## config.mk

```make
export PLATFORM = sky130hd
export DESIGN_NAME = wdt_cfg_sequencer
export DESIGN_NICKNAME = d
export VERILOG_FILES = /design/src/rtl/wdt_cfg_sequencer.sv
export SDC_FILE = /design/constraint.sdc
export NUM_CORES = 1
export LEC_CHECK = 0
export CORE_ASPECT_RATIO = 1.5
export CORE_MARGIN = 4
export CORE_UTILIZATION = 55
export DETAILED_ROUTE_END_ITERATION = 8
export PLACE_DENSITY = 0.78
export SLEW_MARGIN = 40
export SYNTH_ARGS = -nofsm -noshare
export SYNTH_HDL_FRONTEND = slang
export SYNTH_SLANG_ARGS = --single-unit
```

## constraint.sdc

```tcl
create_clock -name clk -period 3.3 [get_ports clk]
set_clock_uncertainty 0.15 [all_clocks]
set_input_delay 0.66 -clock clk [delete_from_list [all_inputs] [get_ports clk]]
set_output_delay 0.66 -clock clk [all_outputs]
set_load 0.01 [all_outputs]
```

## src/rtl/wdt_cfg_sequencer.sv

```systemverilog
// Watchdog config-register write sequencer: three coalescing slots forwarded one at a time
// over a shared CDC channel. Optional macro WDT_SEQ_LOCK_EN adds a WDEN disable lock.
module wdt_cfg_sequencer #(
  parameter int DATA_W  = 32,
  parameter int TIMEOUT = 255
) (
  input  logic              clk,
  input  logic              rst,
  input  logic              wr_valid,
  input  logic [1:0]        wr_sel,
  input  logic [DATA_W-1:0] wr_data,
  output logic              ch_req,
  output logic [1:0]        ch_sel,
  output logic [DATA_W-1:0] ch_data,
  input  logic              ch_ready,
  output logic [2:0]        pend,
  output logic              busy,
  output logic              err,
  input  logic              err_clr
);

  localparam logic [15:0] TMO = 16'(TIMEOUT);

  typedef enum logic [1:0] {S_IDLE, S_REQ, S_WAIT} state_t;

  state_t            r_state;
  logic [DATA_W-1:0] r_slot [3];
  logic [2:0]        r_pend;
  logic [15:0]       r_cnt;
  logic              r_ch_req;
  logic [1:0]        r_ch_sel;
  logic [DATA_W-1:0] r_ch_data;
  logic              r_busy;
  logic              r_err;

  logic              w_lock_drop;
  logic              w_wr_slot;
  logic              w_wr_bad;
  logic [2:0]        w_wr_oh;
  logic [2:0]        w_gnt_oh;
  logic [1:0]        w_gnt_sel;
  logic [15:0]       w_cnt_nxt;
  logic              w_tmo;

  function automatic logic [15:0] sat_inc(input logic [15:0] v);
    return (v == 16'hFFFF) ? v : v + 16'd1;
  endfunction

`ifdef WDT_SEQ_LOCK_EN
  logic r_lock;
  assign w_lock_drop = r_lock && (wr_sel == 2'd0) && (wr_data == '0);
`else
  assign w_lock_drop = 1'b0;
`endif

  assign w_wr_slot = wr_valid && (wr_sel != 2'd3) && !w_lock_drop;
  assign w_wr_bad  = wr_valid && ((wr_sel == 2'd3) || w_lock_drop);
  assign w_cnt_nxt = sat_inc(r_cnt);
  // Ready in the same cycle as the limit counts as success
  assign w_tmo     = (r_state == S_WAIT) && !ch_ready && (w_cnt_nxt == TMO);

  always_comb begin
    w_wr_oh = 3'b000;
    if (w_wr_slot) begin
      case (wr_sel)
        2'd0:    w_wr_oh = 3'b001;
        2'd1:    w_wr_oh = 3'b010;
        2'd2:    w_wr_oh = 3'b100;
        default: w_wr_oh = 3'b000;
      endcase
    end
  end

  // Count before enable: WTOCNT > WDEN > WDLIVE
  always_comb begin
    w_gnt_oh  = 3'b000;
    w_gnt_sel = 2'd0;
    if (r_pend[2]) begin
      w_gnt_oh  = 3'b100;
      w_gnt_sel = 2'd2;
    end else if (r_pend[0]) begin
      w_gnt_oh  = 3'b001;
      w_gnt_sel = 2'd0;
    end else if (r_pend[1]) begin
      w_gnt_oh  = 3'b010;
      w_gnt_sel = 2'd1;
    end
  end

  always_ff @(posedge clk or negedge rst) begin
    if (!rst) begin
      r_state   <= S_IDLE;
      r_pend    <= 3'b000;
      r_cnt     <= 16'd0;
      r_ch_req  <= 1'b0;
      r_ch_sel  <= 2'd0;
      r_ch_data <= '0;
      r_busy    <= 1'b0;
      r_err     <= 1'b0;
      for (int i = 0; i < 3; i++) r_slot[i] <= '0;
`ifdef WDT_SEQ_LOCK_EN
      r_lock    <= 1'b0;
`endif
    end else begin
      if (w_wr_bad || w_tmo)
        r_err <= 1'b1;
      else if (err_clr)
        r_err <= 1'b0;

      for (int i = 0; i < 3; i++)
        if (w_wr_oh[i]) r_slot[i] <= wr_data;

      // A write landing on the slot being granted keeps it pending
      r_pend <= (r_pend & ~((r_state == S_IDLE) ? w_gnt_oh : 3'b000)) | w_wr_oh;

      case (r_state)
        S_IDLE: begin
          if (|r_pend) begin
            r_ch_sel  <= w_gnt_sel;
            r_ch_data <= r_slot[w_gnt_sel];
            r_ch_req  <= 1'b1;
            r_busy    <= 1'b1;
            r_state   <= S_REQ;
          end
        end
        S_REQ: begin
          r_ch_req <= 1'b0;
          r_cnt    <= 16'd0;
          r_state  <= S_WAIT;
        end
        S_WAIT: begin
          r_cnt <= w_cnt_nxt;
          if (ch_ready) begin
            r_state <= S_IDLE;
            r_busy  <= 1'b0;
`ifdef WDT_SEQ_LOCK_EN
            if ((r_ch_sel == 2'd0) && (r_ch_data != '0)) r_lock <= 1'b1;
`endif
          end else if (w_cnt_nxt == TMO) begin
            r_state <= S_IDLE;
            r_busy  <= 1'b0;
          end
        end
        default: r_state <= S_IDLE;
      endcase
    end
  end

  assign ch_req  = r_ch_req;
  assign ch_sel  = r_ch_sel;
  assign ch_data = r_ch_data;
  assign pend    = r_pend;
  assign busy    = r_busy;
  assign err     = r_err;

endmodule

```

== Word level (Yosys, flattened, before mapping) ==
Index checks and enable logic that the tools add are counted.

* $add $sub $neg: 1
* Multiply operators: 0
* Divide/modulo/power cells: 0
* $lt $le $gt $ge: 1
* Equal/unequal tests: 10
* Shifts and indexed selects: 0
* Mux-type cells: 25
* Bitwise gates (word level): 4
* Reductions and logical operators: 17

{| class="wikitable"
|+ Operators by type and width
! operator !! count
|-
| binary-select mux 32 bit (select 2 bit) || 1
|-
| two-way mux 32 bit || 2
|-
| case mux 16 bit (2 select lines) || 1
|-
| adder 16 x 1 -> 16 bit, second input constant || 1
|-
| equality test 16 bit, second input constant || 1
|-
| equality test 16 x 8 -> 1 bit, second input constant || 1
|-
| two-way mux 16 bit || 1
|-
| two-way mux 2 bit || 6
|-
| two-way mux 3 bit || 3
|-
| case mux 3 bit (3 select lines) || 1
|-
| nonzero test 2 bit || 4
|-
| two-way mux 1 bit || 7
|-
| equality test 2 bit, second input constant || 3
|-
| case mux 2 bit (3 select lines) || 1
|-
| AND reduction 2 bit || 3
|-
| equality test 2 x 1 -> 1 bit, second input constant || 2
|-
| logical AND 1 bit || 4
|-
| zero test 2 bit || 2
|-
| case mux 1 bit (2 select lines) || 2
|-
| bitwise AND 3 bit || 1
|-
| greater-or-equal comparator 3 bit, second input constant || 1
|-
| != test 3 x 2 -> 1 bit, second input constant || 1
|-
| inverter 2 -> 3 bit || 1
|-
| inverter 3 bit || 1
|-
| 7 further kinds || 7
|}

* Bits in registers: 154
* Bits in latches: 0
* Memory bits (writable): 0
* ROM bits: 0
* Bits of input ports: 39
* Output and inout port bits: 40
* Word-level logic and storage cells: 69
* Memories: 0

== Depth between registers and ports, before layout ==
* Depth after elaboration: 7
* Depth in mapped cells: 9
* Mapped depth without buffers: 7

== Worst setup path after synthesis ==
Ideal clock, no wire load.

* Path kind: flip-flop to flip-flop
* From: register r_cnt[0]
* To: register r_state[1]
* Setup time: 87 ps
* Data arrival time: 2468 ps
* Required time: 3063 ps
* Slack: 596 ps
* Stages on the path, launching flop included: 10
* Buffers on the path: 2
* Period minus slack after synthesis: 2704 ps
* Path through: dfrtp_1 -> ha_1 -> buf_2 -> and3_1 -> a311oi_1 -> a31oi_1 -> or4_1 -> buf_2 -> or4b_1 -> o211ai_1

* Longest elaborated chain between the ends: 5
* Elaborated cells between the ends (all ways): 6
* Those cells by class: add/sub: 1; eq/ne: 3; mux: 1; reduce/logical: 1

{| class="wikitable"
|+ Ends and longest elaborated chain
! element !! line !! RTL
|-
| start, declared || 29 || <nowiki>logic [15:0] r_cnt;</nowiki>
|-
| start signal, assigned || 132 || <nowiki>r_cnt <= w_cnt_nxt;</nowiki>
|-
| adder 16 x 1 -> 16 bit / equality test 16 bit (equally long branches) || 46 || <nowiki>return (v == 16'hFFFF) ? v : v + 16'd1;</nowiki>
|-
| two-way mux 16 bit * || 46 ||
|-
| equality test 16 x 8 -> 1 bit * || 139 || <nowiki>end else if (w_cnt_nxt == TMO) begin</nowiki>
|-
| != test 3 x 2 -> 1 bit (no line) * || n/a ||
|-
| AND reduction 2 bit (no line) * || n/a ||
|-
| end signal, assigned || 134 || <nowiki>r_state <= S_IDLE;</nowiki>
|-
| end signal, assigned || 140 || <nowiki>r_state <= S_IDLE;</nowiki>
|-
| end signal, assigned || 144 || <nowiki>default: r_state <= S_IDLE;</nowiki>
|-
| end, declared || 26 || <nowiki>state_t r_state;</nowiki>
|}

Every way passes the cells marked *; elsewhere a longest branch is shown, timed or not.
A chain may end at the register's enable or synchronous reset.

== Worst setup path after layout ==
Ends and elaborated chain as after synthesis.

==> flow_summary.json <==
{
  "grt_max_degree": 64,
  "area_delta_synth_final_pct": 22.9,
  "wl_um": 15800,
  "hpwl_um": 10500,
  "multiInputGateArea_mm2": 0.00294,
  "synth_edf_count": 0,
  "path_clk_slew_ns": 0.06,
  "power_mw": 7.01,
  "holdWs_ns": 0.329,
  "cts-buffers-inserted": 17,
  "cts_htree_levels": 4,
  "worst_ir_drop_vdd_mv": 0.491,
  "maxCapViolations": 0,
  "grt_pass1_vias": 5440,
  "drive_gt1_frac": 0.223,
  "status": "complete, no violations",
  "setup_viol": 0,
  "p_per_area_mw_per_mm2": 814,
  "yosys_warnings": 0,
  "avgSynthCellArea_um2": 11.4,
  "fmax_ghz": 0.332,
  "rsz0062_at_grt": "no",
  "die_height_um": 146,
  "crit_arrival_ns": 3.19,
  "min_path_type": "flip-flop to flip-flop",
  "finalCriticalPeriod_ns": 3.01,
  "layout_commonest_cell": "dfrtp_1",
  "crit_path_end_kind": "flip-flop",
  "seq_area_frac_synth": 0.550,
  "async_reset_ff_frac": 1.00,
  "row_count": 50,
  "wl_per_cell_um": 18.5,
  "drv_slew": 0,
  "clockBufferDepth": 2,
  "ys_seq_elements": 154,
  "syn_nets": 659,
  "worst_pin_slew_ns": 0.668,
  "synth_ff_type": "dfrtp_1",
  "gr-usage-all-layers": 0.224,
  "gp_congestion": 0.891,
  "antennaDiodeCount": 0,
  "dr.first_iter.drc_count": 206,
  "crit_chain": "ha_1 > nand3_2 > nor3_2 > a31oi_1 > or4_1 > or4b_1 > o211ai_1",
  "required_ns": 3.47,
  "netlist_area_mm2": 0.00700,
  "worstPathMaxFanout": 10,
  "drtPass1Iterations": 5,
  "root_buffer": "clkbuf_16",
  "relSlewSlack": 0.551,
  "worstSetupPathType": "flip-flop to flip-flop",
  "grtUsageMet1": 0.276,
  "portBuffers": 78,
  "slowest_delay_ns": 0.63,
  "start_util": 0.560,
  "tns_ns": 0,
  "p_leak_nw": 3.62,
  "top_usage_layer": "met2",
  "layout_common_cells": "153 x dfrtp_1, 96 x mux2_2, 77 x clkdlybuf4s50_1, 55 x nand2_1, 53 x o21ai_0",
  "via_per_inst": 5.91,
  "synth_cell_types": 55,
  "drc": 0,
  "synth_cells": 616,
  "cp-start-kind": "flip-flop",
  "layout.nets": 730,
  "period_share": 0.913,
  "vias": 5060,
  "cts_tree": "built",
  "fin_ws_ns": 0.287,
  "post_cts_buffers": 0,
  "clkSinkCount": 154,
  "fill_cells": 913,
  "dp_slack_ns": 0.236,
  "overflow": 0,
  "clk_latency_ns": 0.41,
  "cpMaxStageDelayCell": "or4_1",
  "grt_pass1_wl_um": 26300,
  "antenna_found_initial": 0,
  "use_met2": 0.386,
  "ios": 79,
  "drtAntennaViolNets": 0,
  "dieArea_mm2": 0.0146,
  "seq_area_mm2": 0.00385,
  "hold_viol_final": 0,
  "met3_usage": 0.0425,
  "die_w_um": 100,
  "core_area_mm2": 0.0125
}
==> critical path, delay by kind of cell (launching register included) <==
family	cells	cell delay, ns
compound gates	2	0.23
flops	1	0.48
fa+ha+maj	1	0.40
simple gates	4	1.66
==> state kept, by name, summed over array words and instances, names as in the netlist, 2 cells and up <==
name / flops
ch_data: 32
ch_sel: 2
pend: 3
r_cnt: 16
r_slot: 96
r_state: 2
==> metrics by stage <==
step	cells	utilization	cell area, µm²
after CTS	856	0.688	8600
after global routing	856	0.688	8610
after global placement	822	0.634	7930
final	856	0.688	8610
after detailed placement	823	0.637	7970
after floorplan	616	-	7000
==> per-layer routing <==
metal / share of wire / vias up
li1: - / 2341
met3: 0.043 / 30
met5: 0 / -
met4: 0.020 / 0
met2: 0.52 / 149
met1: 0.42 / 2540
==> repair_timing <==
action,in CTS,in global routing
gates resized for setup,0,1
setup endpoints to repair,0,1
endpoints found under the hold margin,12,0
hold buffers,1,0
==> synthesized netlist by cell type (2+ instances only) <==
library cell  instances  share of area
dfrtp_1             154           0.55
mux2_2               96           0.15
nand2_1              56          0.030
o21ai_0              53          0.038
a21oi_1              48          0.034
nor2_1               39          0.021
mux2i_1              35          0.050
clkbuf_1             31          0.017
inv_1                12         0.0064
nand3_1               9         0.0064
nand4_1               7         0.0063
buf_2                 6         0.0043
o31ai_1               5         0.0054
ha_1                  4         0.0071
nor4_1                4         0.0036
a22o_1                3         0.0038
a31oi_1               3         0.0027
and4_1                3         0.0038
nand2b_1              3         0.0027
nand3b_1              3         0.0032
nor3b_1               3         0.0032
buf_1                 2         0.0011
buf_6                 2         0.0032
o311ai_0              2         0.0025
o41ai_1               2         0.0025
xnor2_1               2         0.0025
==> cell families (layout without fill, tap and decap cells) <==
group / after synthesis / in the layout / share of synthesized area
flops: 154 / 154 / 0.550
simple gates: 140 / 140 / 0.0972
mux: 131 / 131 / 0.204
compound gates: 130 / 130 / 0.105
buf+inv: 55 / 139 / 0.0334
fa+ha+maj: 4 / 4 / 0.00715
xor+xnor: 2 / 2 / 0.00250
==> path summary, 6_finish.rpt <==
check | start | to | slack (ns) | cells past startpoint
worst max-delay path | r_cnt[0] | r_state[1] | 0.29 | 7
worst min-delay path | ch_data[15] | ch_data[15] | 0.33 | 2
worst max register to register | r_cnt[0] | r_state[1] | 0.29 | 7
worst min register to register | ch_data[15] | ch_data[15] | 0.33 | 2
max in group asynchronous | rst | r_slot[10] | 1.65 | 4
min in group asynchronous | rst | r_slot[70] | 0.56 | 2
==> power by group <==
part	switching, mW	internal (mW)	leakage (nW)
Combinational	1.23	1.09	1.45
Sequential	0.294	2.36	1.88
Clock	0.768	1.26	0.297
Total	2.29	4.71	3.62
==> cell type report <==
class,instances,area share
clock buffers,20,0.0542
clock inverters,12,0.0189
inverters,12,0.00523
multi-input cells,407,0.342
flip-flops and latches,154,0.448
well taps,156,0.0227
repair buffers,95,0.110
No activity file was read; power rests on OpenSTA's default activity.
